`src/rtl/lzrw1_stream_parser.sv`:
```
// lzrw1_stream_parser: splits an LZRW1 byte stream into control words and literal/copy items for the decompressor.
// Optional LZRW1_PARSER_STATS_EN adds saturating literal/copy/error counters. Rev 1.0
`default_nettype none

module lzrw1_stream_parser #(
  parameter int GROUP_SIZE   = 16,
  parameter int LEN_WIDTH    = 4,
  parameter int OFFSET_WIDTH = 12
) (
  input  logic        clock,
  input  logic        reset,
  input  logic [7:0]  in_byte,
  input  logic        in_valid,
  input  logic        in_last,
  output logic        in_ready,
  output logic [15:0] item_data,
  output logic        item_is_copy,
  output logic        item_valid,
  input  logic        decompressor_busy,
  output logic        stream_done,
  output logic        format_error,
  output logic        parser_busy
`ifdef LZRW1_PARSER_STATS_EN
  ,
  output logic [15:0] stat_literals,
  output logic [15:0] stat_copies,
  output logic [15:0] stat_errors
`endif
);

  localparam int CTRL_BYTES = GROUP_SIZE / 8;
  localparam int IDX_W      = $clog2(GROUP_SIZE);
  localparam int CNT_W      = (CTRL_BYTES > 1) ? $clog2(CTRL_BYTES) : 1;
  localparam logic [CNT_W-1:0] CNT_LAST = CNT_W'(CTRL_BYTES - 1);
  localparam logic [IDX_W-1:0] IDX_LAST = IDX_W'(GROUP_SIZE - 1);

  if ((GROUP_SIZE != 8 && GROUP_SIZE != 16) || (LEN_WIDTH + OFFSET_WIDTH != 16)) begin : g_bad_params
    $error("lzrw1_stream_parser: illegal parameter combination");
  end

  typedef enum logic [1:0] {
    FETCH_CTRL = 2'd0,
    ITEM_B0    = 2'd1,
    ITEM_B1    = 2'd2,
    EMIT       = 2'd3
  } state_t;

  state_t                  state, state_next;
  logic [GROUP_SIZE-1:0]   ctrl_reg, ctrl_next;
  logic [IDX_W-1:0]        item_idx, idx_next;
  logic [CNT_W-1:0]        byte_cnt, cnt_next;
  logic [15:0]             data_next;
  logic                    copy_next;
  logic                    last_reg, last_next;

  logic                    byte_accept;
  logic                    item_accept;
  logic [15:0]             copy_word;
  logic                    copy_bad;

  assign in_ready     = (state != EMIT);
  assign item_valid   = (state == EMIT);
  assign parser_busy  = !((state == FETCH_CTRL) && (byte_cnt == '0));
  assign byte_accept  = in_valid && in_ready;
  assign item_accept  = item_valid && !decompressor_busy;

  // The high copy byte is parked in item_data[15:8] until the low byte arrives.
  assign copy_word = {item_data[15:8], in_byte};
  assign copy_bad  = (copy_word[15 -: LEN_WIDTH] == '0) || (copy_word[OFFSET_WIDTH-1:0] == '0);

  always_ff @(posedge clock or posedge reset) begin
    if (reset) begin
      state        <= FETCH_CTRL;
      ctrl_reg     <= '0;
      item_idx     <= '0;
      byte_cnt     <= '0;
      item_data    <= '0;
      item_is_copy <= 1'b0;
      last_reg     <= 1'b0;
    end else begin
      state        <= state_next;
      ctrl_reg     <= ctrl_next;
      item_idx     <= idx_next;
      byte_cnt     <= cnt_next;
      item_data    <= data_next;
      item_is_copy <= copy_next;
      last_reg     <= last_next;
    end
  end

  always_comb begin
    state_next   = state;
    ctrl_next    = ctrl_reg;
    idx_next     = item_idx;
    cnt_next     = byte_cnt;
    data_next    = item_data;
    copy_next    = item_is_copy;
    last_next    = last_reg;
    format_error = 1'b0;
    stream_done  = 1'b0;

    case (state)
      FETCH_CTRL: begin
        if (byte_accept) begin
          if (in_last) begin
            format_error = 1'b1;
            cnt_next     = '0;
            ctrl_next    = '0;
          end else begin
            ctrl_next[{byte_cnt, 3'b000} +: 8] = in_byte;
            if (byte_cnt == CNT_LAST) begin
              cnt_next   = '0;
              idx_next   = '0;
              state_next = ITEM_B0;
            end else begin
              cnt_next = byte_cnt + 1'b1;
            end
          end
        end
      end

      ITEM_B0: begin
        if (byte_accept) begin
          if (!ctrl_reg[item_idx]) begin
            data_next  = {8'h00, in_byte};
            copy_next  = 1'b0;
            last_next  = in_last;
            state_next = EMIT;
          end else if (in_last) begin
            format_error = 1'b1;
            state_next   = FETCH_CTRL;
          end else begin
            data_next  = {in_byte, 8'h00};
            state_next = ITEM_B1;
          end
        end
      end

      ITEM_B1: begin
        if (byte_accept) begin
          data_next = copy_word;
          copy_next = 1'b1;
          last_next = in_last;
          if (copy_bad) begin
            format_error = 1'b1;
            last_next    = 1'b0;
            if (in_last) begin
              stream_done = 1'b1;
              state_next  = FETCH_CTRL;
            end else if (item_idx == IDX_LAST) begin
              state_next = FETCH_CTRL;
            end else begin
              idx_next   = item_idx + 1'b1;
              state_next = ITEM_B0;
            end
          end else begin
            state_next = EMIT;
          end
        end
      end

      EMIT: begin
        if (item_accept) begin
          last_next = 1'b0;
          if (last_reg) begin
            stream_done = 1'b1;
            state_next  = FETCH_CTRL;
          end else if (item_idx == IDX_LAST) begin
            state_next = FETCH_CTRL;
          end else begin
            idx_next   = item_idx + 1'b1;
            state_next = ITEM_B0;
          end
        end
      end

      default: state_next = FETCH_CTRL;
    endcase
  end

`ifdef LZRW1_PARSER_STATS_EN
  always_ff @(posedge clock or posedge reset) begin
    if (reset) begin
      stat_literals <= '0;
      stat_copies   <= '0;
      stat_errors   <= '0;
    end else begin
      if (item_accept && !item_is_copy && (stat_literals != 16'hFFFF))
        stat_literals <= stat_literals + 16'd1;
      if (item_accept && item_is_copy && (stat_copies != 16'hFFFF))
        stat_copies <= stat_copies + 16'd1;
      if (format_error && (stat_errors != 16'hFFFF))
        stat_errors <= stat_errors + 16'd1;
    end
  end
`endif

endmodule

`default_nettype wire
```
`config.mk`:
```
export PLATFORM = sky130hd
export DESIGN_NAME = lzrw1_stream_parser
export DESIGN_NICKNAME = d
export VERILOG_FILES = /design/src/rtl/lzrw1_stream_parser.sv
export SDC_FILE = /design/constraint.sdc
export NUM_CORES = 1
export LEC_CHECK = 0
export CORE_ASPECT_RATIO = 2
export CORE_MARGIN = 2
export CORE_UTILIZATION = 48
export DETAILED_ROUTE_END_ITERATION = 10
export GPL_ROUTABILITY_DRIVEN = 1
export PLACE_DENSITY = 0.86
export SETUP_SLACK_MARGIN = 0.4
export SYNTH_ARGS = -nofsm -noshare
export SYNTH_HDL_FRONTEND = slang
export SYNTH_SLANG_ARGS = --single-unit
export TNS_END_PERCENT = 20
```
`constraint.sdc`:
```
create_clock -name clock -period 2.2 [get_ports clock]
set_clock_uncertainty 0.15 [all_clocks]
set_input_delay 0.33 -clock clock [delete_from_list [all_inputs] [get_ports clock]]
set_output_delay 0.33 -clock clock [all_outputs]
set_load 0.005 [all_outputs]
```
==> flow_metrics.env <==
export IMPL_cts_max_level=2
export IMPL_placed_cell_area_um2=3180
export IMPL_finalHoldViolCount=0
export IMPL_powerDensity_nw_per_um2=1430
export IMPL_drt_iter0_markers=72
export IMPL_grt_max_degree=42
export IMPL_synth_main_ff_cell="dfrtp_1"
export IMPL_layout_commonest_cell="buf_4"
export IMPL_drt_antenna_violating_nets=0
export IMPL_path_class="flop to flop"
export IMPL_fp_dieW_um=52.4
export IMPL_clock_path_buffers=2
export IMPL_core_um2=4550
export IMPL_io_buffers=34
export IMPL_synth_cell_type_count=44
export IMPL_cts_reportedPaths_clkPinSlew_ns=0.08
export IMPL_r2r_end="item_data[3]"
export IMPL_async_flop_share=1.00
export IMPL_place_detailed_hpwl_um=4930
export IMPL_synth_top_area_share=0.457
export IMPL_cts_tree="built"
export IMPL_endpoint="item_data[3]"
export IMPL_overflow=0
export IMPL_cts_sinks=41
export IMPL_drv_slew=0
export IMPL_diodes=0
export IMPL_synth_area_top_cells="dfrtp_1 (46%), a22o_1 (6.2%), mux2i_1 (6.2%)"
export IMPL_grt_pass1_vias=2472
export IMPL_fin_area_um2=3750
export IMPL_grtUsageTotal=0.335
export IMPL_drc=0
export IMPL_clockRootBuffer="clkbuf_8"
export IMPL_stdcell_count=387
export IMPL_finalWorstSetupSlack_ns=-0.458
export IMPL_final_cell_mix="buf_4 (73), dfrtp_1 (40), buf_6 (21)"
export IMPL_die_area_um2=5280
export IMPL_syn2layout_area_growth_pct=66.8
export IMPL_cap_viol_max_count=0
export IMPL_tightestPinTransition_ns=0.780
export IMPL_nets=352
export IMPL_finalSetupViolations=25
export IMPL_io_pins=35
export IMPL_synthCells=203
export IMPL_avgViaCountPerCell=6.01
export IMPL_synth_edff_count=0
export IMPL_worstPathMaxFanout=8
export IMPL_wirelength_um=8730
export IMPL_reg2reg_depth=9
export IMPL_post_route_period_util=1.21
export IMPL_crit_path_end_kind="flop"
export IMPL_worstSkewPairLatency_ns=0.30
export IMPL_crit_start="item_idx[0]"
export IMPL_leakagePower_nw=1.92
export IMPL_pre_cts_ws_ns=-0.863
export IMPL_synthesis_nets=224
export IMPL_cts_buffers=5
export IMPL_chipHeight_um=101
export IMPL_required_ns=2.23
export IMPL_maxClockFrequency_mhz=376
export IMPL_violations="setup timing"
export IMPL_synth_top_area_cell="dfrtp_1"
export IMPL_period_needed_ns=2.66
export IMPL_ys_seq_area_frac=0.457
export IMPL_gp_congestion=0.909
export IMPL_worstPathArrival_ns=2.69
export IMPL_yosys_warnings=0
export IMPL_fp_row_count=35
export IMPL_start_util=0.493
export IMPL_status="finished, violations left"
export IMPL_hold_ws_ns=0.328
export IMPL_start_kind="flop"
export IMPL_ys_ff_latch=41
export IMPL_wire_per_inst_um=22.6
export IMPL_first_pass_iters=4
export IMPL_antenna_found_initial=0
export IMPL_via_count=2327
export IMPL_hp_class="input pin to async pin"
export IMPL_reg2reg_slack_ns=-0.46
export IMPL_rsz0062_at_grt="true"
export IMPL_relSlewSlack=0.478
export IMPL_max_vdd_ir_drop_v=0.00122
export IMPL_reg2reg_from="item_idx[0]"
export IMPL_drive_above_1_share=0.452
export IMPL_synth_area_per_cell_um2=11.1
export IMPL_grt_pass1_wl_um=12700
export IMPL_synth_cell_area_um2=2250
export IMPL_dp_cells=359
==> where the power goes <==
group | internal, W | switching, W
sequential | 0.00104 | 0.000274
clock | 0.000369 | 0.000275
combinational | 0.00190 | 0.00151
total | 0.00330 | 0.00206
==> Yosys cell counts (2+ instances only) <==
cell,n
a211oi_1,2
a21o_1,2
a21oi_1,6
a221o_1,2
a22o_1,16
a31oi_1,3
buf_6,2
clkbuf_1,3
dfrtp_1,41
ha_1,8
inv_1,17
mux2_4,8
mux2i_1,14
mux4_2,2
nand2_1,16
nand2b_1,2
nand3_1,3
nor2_1,4
nor2b_1,10
nor3_1,2
nor4_1,4
o211ai_1,2
o21a_1,2
o21ai_0,8
o22a_1,3
o31a_1,2
o31ai_1,2
==> critical path, cell delays in order (launching register included) <==
cell and delay [ns]:
dfrtp_2 0.49, buf_6 0.13, buf_6 0.09, mux4_2 0.51
nor2_4 0.17, o22ai_4 0.11, buf_6 0.14, a311o_1 0.27
buf_6 0.16, mux2_4 0.32
==> cell families (layout without fill, tap and decap cells) <==
family / Yosys count / after routing / synth area share
buffers and inverters: 24 / 153 / 0.0490
adder cells (fa/ha/maj): 8 / 8 / 0.0445
multiplexers: 25 / 25 / 0.141
AO/OA/AOI/OAI: 58 / 58 / 0.199
AND/OR/NAND/NOR: 47 / 47 / 0.110
flip-flops: 41 / 41 / 0.457
==> final cells by class <==
type / instances / area, µm²
Inverter: 17 / 63.8
Sequential cell: 41 / 1030
Clock buffer: 6 / 82.6
Timing Repair Buffer: 128 / 1130
Tap cell: 55 / 68.8
Clock inverter: 2 / 37.5
Multi-Input combinational cell: 138 / 1340
Fill cell: 232 / 806
==> timing repair <==
item / CTS / global route
hold buffers: 0 / 0
gates cloned: 1 / 0
resized for setup: 63 / 34
setup endpoints to repair: 46 / 50
pin swaps: 35 / 26
setup buffers: 13 / 6
==> metal layers <==
layer	track usage	up-vias	share of wire
met5	0	-	0
met4	0.205	0	0.065
met3	0.0504	49	0.042
met2	0.604	116	0.55
met1	0.342	1157	0.34
li1	-	1005	-
==> metrics by stage <==
step / TNS, ns / util / power [W]
after global placement: -6.21 / 0.699 / 0.00374
after detailed placement: -7.48 / 0.699 / 0.00384
after CTS: -4.61 / 0.787 / 0.00491
final: -8.12 / 0.823 / 0.00536
after floorplan: -0.793 / - / 0.00256
after global routing: -9.47 / 0.823 / 0.00559
==> how the worst min path moves through the flow <==
stage | endpoint | cells after the start | from | slack (ns)
after floorplan | ctrl_reg[4] | 1 | ctrl_reg[4] | 0.31
after global placement | item_data[3] | 1 | item_data[3] | 0.35
after detailed placement | item_data[0] | 1 | item_data[0] | 0.36
after CTS | ctrl_reg[9] | 3 | reset | 0.35
after global routing | ctrl_reg[13] | 3 | in_byte[5] | 0.37
final | item_idx[0] | 3 | reset | 0.33
Power figures use the tool's default switching activity.
